==> config.mk <==
export PLATFORM = sky130hd
export DESIGN_NAME = axis_packet_arbiter
export DESIGN_NICKNAME = d
export VERILOG_FILES = /design/src/rtl/packet_router_pkg.sv /design/src/rtl/axis_skid_buffer.sv /design/src/rtl/axis_packet_arbiter.sv
export SDC_FILE = /design/constraint.sdc
export NUM_CORES = 1
export LEC_CHECK = 0
export CAP_MARGIN = 0
export CORE_MARGIN = 1
export CORE_UTILIZATION = 52
export DETAILED_ROUTE_END_ITERATION = 8
export PLACE_DENSITY = 0.95
export SLEW_MARGIN = 20
export SYNTH_ARGS = -nofsm -noshare
export SYNTH_HDL_FRONTEND = slang
export SYNTH_SLANG_ARGS = --single-unit
==> constraint.sdc <==
create_clock -name clk -period 5.9 [get_ports clk]
set_clock_uncertainty 0.2 [all_clocks]
set_input_delay 1.18 -clock clk [delete_from_list [all_inputs] [get_ports clk]]
set_output_delay 1.18 -clock clk [all_outputs]
set_load 0.02 [all_outputs]
==> src/rtl/packet_router_pkg.sv <==
// Shared types for the packet router / arbiter slice.
// Arbiter FSM states, input count and stream-ID type.
package packet_router_pkg;

    localparam int NUM_ARB_INPUTS = 2;

    typedef enum logic [1:0] {
        IDLE,
        GRANT0,
        GRANT1,
        DRAIN
    } arb_state_t;

    typedef logic [$clog2(NUM_ARB_INPUTS)-1:0] tid_t;

endpackage

==> src/rtl/axis_skid_buffer.sv <==
// Two-entry registered output stage: all outputs come from flops,
// and upstream ready depends only on occupancy, never on o_ready.
module axis_skid_buffer #(
    parameter int W = 34
) (
    input  logic         clk,
    input  logic         resetn,
    input  logic [W-1:0] i_data,
    input  logic         i_valid,
    output logic         o_ready_up,
    output logic [W-1:0] o_data,
    output logic         o_valid,
    input  logic         i_ready_dn
);

    logic [W-1:0] r_head;
    logic [W-1:0] r_tail;
    logic         r_head_vld;
    logic         r_tail_vld;
    logic         w_push;
    logic         w_pop;

    assign o_ready_up = ~r_tail_vld;
    assign o_data     = r_head;
    assign o_valid    = r_head_vld;
    assign w_push     = i_valid & ~r_tail_vld;
    assign w_pop      = r_head_vld & i_ready_dn;

    // Head is the output register; tail only fills when head is stalled.
    always_ff @(posedge clk or negedge resetn) begin
        if (!resetn) begin
            r_head     <= '0;
            r_tail     <= '0;
            r_head_vld <= 1'b0;
            r_tail_vld <= 1'b0;
        end else if (w_push) begin
            if (!r_head_vld || w_pop) begin
                r_head     <= i_data;
                r_head_vld <= 1'b1;
            end else begin
                r_tail     <= i_data;
                r_tail_vld <= 1'b1;
            end
        end else if (w_pop) begin
            if (r_tail_vld) begin
                r_head     <= r_tail;
                r_tail_vld <= 1'b0;
            end else begin
                r_head_vld <= 1'b0;
            end
        end
    end

endmodule

==> src/rtl/axis_packet_arbiter.sv <==
// Packet-atomic round-robin merge of two AXI-Stream inputs.
// Optional max-length truncation: define PKT_ARB_MAXLEN_EN.
module axis_packet_arbiter
    import packet_router_pkg::*;
#(
    parameter int TDATA_WIDTH = 32,
    parameter int MAX_BEATS   = 256
) (
    input  logic                   clk,
    input  logic                   resetn,
    input  logic [TDATA_WIDTH-1:0] s0_axis_tdata,
    input  logic                   s0_axis_tlast,
    input  logic                   s0_axis_tvalid,
    output logic                   s0_axis_tready,
    input  logic [TDATA_WIDTH-1:0] s1_axis_tdata,
    input  logic                   s1_axis_tlast,
    input  logic                   s1_axis_tvalid,
    output logic                   s1_axis_tready,
    output logic [TDATA_WIDTH-1:0] m_axis_tdata,
    output logic                   m_axis_tlast,
    output logic [0:0]             m_axis_tid,
    output logic                   m_axis_tvalid,
    input  logic                   m_axis_tready
);

    localparam int SB_W = TDATA_WIDTH + 2;

    if ((TDATA_WIDTH != 32 && TDATA_WIDTH != 64 &&
         TDATA_WIDTH != 128 && TDATA_WIDTH != 256) ||
        MAX_BEATS < 2) begin : g_param_check
        $error("axis_packet_arbiter: illegal parameter value");
    end

    arb_state_t             r_state;
    arb_state_t             w_next;
    tid_t                   r_last_grant;
    logic                   w_sel_valid;
    logic                   w_sel_last;
    logic                   w_sel_ready;
    logic                   w_push;
    logic                   w_push_last;
    logic                   w_sb_ready;
    logic [TDATA_WIDTH-1:0] w_sel_data;
    logic [SB_W-1:0]        w_sb_in;
    logic [SB_W-1:0]        w_sb_out;

`ifdef PKT_ARB_MAXLEN_EN
    localparam int CNT_W = $clog2(MAX_BEATS + 1);
    logic [CNT_W-1:0] r_beats;
    logic             w_trunc;

    assign w_trunc = ~w_sel_last &
                     (r_beats == CNT_W'(MAX_BEATS - 1));
`endif

    // r_last_grant doubles as the current owner while granted
    assign w_sel_valid = r_last_grant[0] ? s1_axis_tvalid : s0_axis_tvalid;
    assign w_sel_last  = r_last_grant[0] ? s1_axis_tlast  : s0_axis_tlast;
    assign w_sel_data  = r_last_grant[0] ? s1_axis_tdata  : s0_axis_tdata;

    assign s0_axis_tready = w_sel_ready & ~r_last_grant[0];
    assign s1_axis_tready = w_sel_ready &  r_last_grant[0];

    assign w_sb_in = {w_sel_data, w_push_last, r_last_grant};

    // Arbiter state register
    always_ff @(posedge clk or negedge resetn) begin
        if (!resetn) r_state <= IDLE;
        else         r_state <= w_next;
    end

    // Next state, input ready and push control
    always_comb begin
        w_next      = r_state;
        w_sel_ready = 1'b0;
        w_push      = 1'b0;
        w_push_last = w_sel_last;
        unique case (r_state)
            IDLE: begin
                if (s0_axis_tvalid &&
                    (!s1_axis_tvalid || r_last_grant == 1'b1))
                    w_next = GRANT0;
                else if (s1_axis_tvalid)
                    w_next = GRANT1;
            end
            GRANT0, GRANT1: begin
                w_sel_ready = w_sb_ready;
                w_push      = w_sel_valid & w_sb_ready;
`ifdef PKT_ARB_MAXLEN_EN
                if (w_push && w_trunc) begin
                    w_push_last = 1'b1;
                    w_next      = DRAIN;
                end else if (w_push && w_sel_last) begin
                    w_next = IDLE;
                end
`else
                if (w_push && w_sel_last)
                    w_next = IDLE;
`endif
            end
            DRAIN: begin
                w_sel_ready = 1'b1;
                if (w_sel_valid && w_sel_last)
                    w_next = IDLE;
            end
            default: w_next = IDLE;
        endcase
    end

    // Round-robin pointer, updated when a grant is issued
    always_ff @(posedge clk or negedge resetn) begin
        if (!resetn)
            r_last_grant <= 1'b1;
        else if (r_state == IDLE && w_next != IDLE)
            r_last_grant <= (w_next == GRANT1);
    end

`ifdef PKT_ARB_MAXLEN_EN
    // Beats forwarded in the current packet
    always_ff @(posedge clk or negedge resetn) begin
        if (!resetn)
            r_beats <= '0;
        else if (r_state == IDLE)
            r_beats <= '0;
        else if (w_push)
            r_beats <= r_beats + 1'b1;
    end
`endif

    axis_skid_buffer #(
        .W (SB_W)
    ) u_skid (
        .clk        (clk),
        .resetn     (resetn),
        .i_data     (w_sb_in),
        .i_valid    (w_push),
        .o_ready_up (w_sb_ready),
        .o_data     (w_sb_out),
        .o_valid    (m_axis_tvalid),
        .i_ready_dn (m_axis_tready)
    );

    assign m_axis_tdata = w_sb_out[SB_W-1:2];
    assign m_axis_tlast = w_sb_out[1];
    assign m_axis_tid   = w_sb_out[0];

endmodule

==> impl_metrics.tcl <==
set metrics [dict create \
    drt-total-wl_um 9120 \
    synth_most_common_cell "dfrtp_1" \
    synth_warnings 0 \
    synth-seq-cells 73 \
    synth_nets 428 \
    tightest_slew_ns 1.13 \
    antenna_found_initial 0 \
    die_w_um 88.2 \
    synth.distinct_cells 39 \
    crit_path_end_kind "register" \
    hpwl_um 6200 \
    grt_pass1_wl_um 14800 \
    wl_per_cell_um 16.6 \
    synth_top_area_share_pct 46.6 \
    yosysSeqAreaShare_pct 47.3 \
    area_delta_synth_final_pct 31.3 \
    outcome "finished clean" \
    cts_sinks 73 \
    rrSetupSlack_ns 2.65 \
    die_y_um 88.2 \
    synth_edf_count 0 \
    grt_usage_pct 24.8 \
    ir_worst_vdd_v 0.000358 \
    hp-class "reg -> reg" \
    root_buffer "clkbuf_8" \
    coreArea_mm2 0.00721 \
    first_iter_violations 185 \
    diodes 0 \
    h-tree-depth 3 \
    timing.final.crit_share_pct 64.0 \
    syn-instance-count 355 \
    cts_resized 0 \
    drc 0 \
    place.gp.congestion 0.789 \
    firstDrtPassIters 5 \
    synthTopCellsByArea "dfrtp_1 47%, mux2_2 7.9%, o221ai_2 6.2%" \
    finalSetupTns_ns 0 \
    cellPowerDensity_mw_per_mm2 523 \
    syn_avg_cell_area_um2 10.9 \
    required_ns 5.92 \
    start_kind "input port" \
    die_area_mm2 0.00778 \
    fmax_ghz 0.265 \
    grt_setup_unrepaired "no" \
    postCtsHoldBufs 0 \
    path_clk_slew_ns 0.08 \
    setup_violations 0 \
    final_layout_size_suffix_gt1_share_pct 18.3 \
    finalHoldViolCount 0 \
    min_period_ns 3.78 \
    maxSlewViolCount 0 \
    antenna_left 0 \
    gr-total-overflow 0 \
    ys_async_sr_fraction_pct 100 \
    cts_setup_buffers 0 \
    grt_max_degree 74 \
    ios 108 \
    via_count 3165 \
    nets 518 \
    start_util_pct 53.6 \
    grt_pass1_vias 3190 \
    synth_top_cell_by_area "dfrtp_1" \
    synthFlopType "dfrtp_1" \
    post-route-util_pct 70.3 \
    clk_latency_ns 0.34 \
    cp.arrival_ns 3.80 \
    cts_tree "yes" \
    leakage_nw 2.12 \
    worst-setup-path-type "in -> reg" \
    path_max_fanout 20 \
    io_buffer_count 107 \
    routed_via_density 5.78 \
    synth_area_mm2 0.00386 \
    drv_cap 0 \
    max-slew-margin-rel_pct 24.2 \
    floorplan.rows 31 \
    cts_buffers 9 \
    clockBufferDepth 2 \
    synthTopCellsByCount "72 x dfrtp_1, 39 x nand2_1, 37 x inv_1, 27 x mux2_2, 22 x a21oi_1" \
]
per-layer routing:
layer / part of all wire, % / GRT usage (%) / vias to the layer above
met3: 7.8 / 5.28 / 15
met1: 42 / 31.2 / 1541
met4: 1.9 / 9.82 / 0
li1: - / - / 1474
met5: 0 / 0 / -
met2: 48 / 42.0 / 135
through the flow:
stage / total power, mW / hold slack (ns) / area [um2] / worst slack [ns] / instances
after floorplan: 1.88 / 0.253 / 3860 / 2.82 / 355
after global placement: 2.25 / 0.263 / 4890 / 1.88 / 532
after detailed placement: 2.32 / 0.269 / 4910 / 1.77 / 533
after CTS: 2.66 / 0.280 / 5070 / 2.12 / 548
after global routing: 2.83 / 0.304 / 5070 / 1.98 / 548
final: 2.65 / 0.274 / 5070 / 2.12 / 548
sequential cells by signal, summed over array words and instances, names as in the netlist:
register,count
u_skid.r_tail_vld,1
r_state,2
u_skid.o_valid,1
r_last_grant,1
u_skid.o_data,34
u_skid.r_tail,34
report_power, final:
part	total [mW]	internal (mW)	switching, mW
combinational	1.41	0.651	0.762
clock	0.336	0.150	0.186
sequential	0.904	0.752	0.152
worst max-delay path: stages:
cell,delay (ns)
clkdlybuf4s50_1,0.54
nand2b_1,0.62
nand3_1,0.98
o221ai_1,0.48
final cells by class:
cell class              count  area, um2
fillers                   522       2140
clock buffers              10        128
inverters                  37        139
flip-flops and latches     73       1830
well taps                  99        124
multi-input cells         213       1710
clock inverters             5       33.8
repair buffers            111       1110
cells in the final DEF, fill, tap and decap left out, types with 4 or more instances in the layout:
master,synthesis,layout
nand4_1,13,13
o211ai_2,13,13
dfrtp_1,72,72
o221ai_1,4,4
o221ai_2,16,16
o21ai_0,5,5
a31oi_1,21,21
inv_1,37,37
mux2_2,27,27
nand2_1,39,39
mux2i_1,21,21
clkdlybuf4s50_1,0,106
clkbuf_8,0,9
buf_4,3,4
a21oi_1,22,22
final timing paths:
kind | cells after the start | startpoint | to
setup / recovery | 4 | m_axis_tready | u_skid.o_data[1]
hold / removal | 2 | u_skid.r_tail[23] | u_skid.o_data[23]
setup reg to reg | 4 | r_last_grant | u_skid.o_data[1]
hold reg to reg | 2 | u_skid.r_tail[23] | u_skid.o_data[23]
max in group asynchronous | 1 | resetn | r_state[0]
min in group asynchronous | 1 | resetn | u_skid.o_data[11]
cells by family (layout without fill, tap and decap cells):
kind of cell	after synthesis	after routing	share of synthesized area (%)
AOI/OAI and AO/OA	89	89	20.1
DFF	73	73	47.3
and+or+nand+nor	73	73	9.75
buffers and inverters	69	163	8.45
muxes	49	49	13.7
adders and majority gates	2	2	0.648
(Power assumes the default switching activity.)
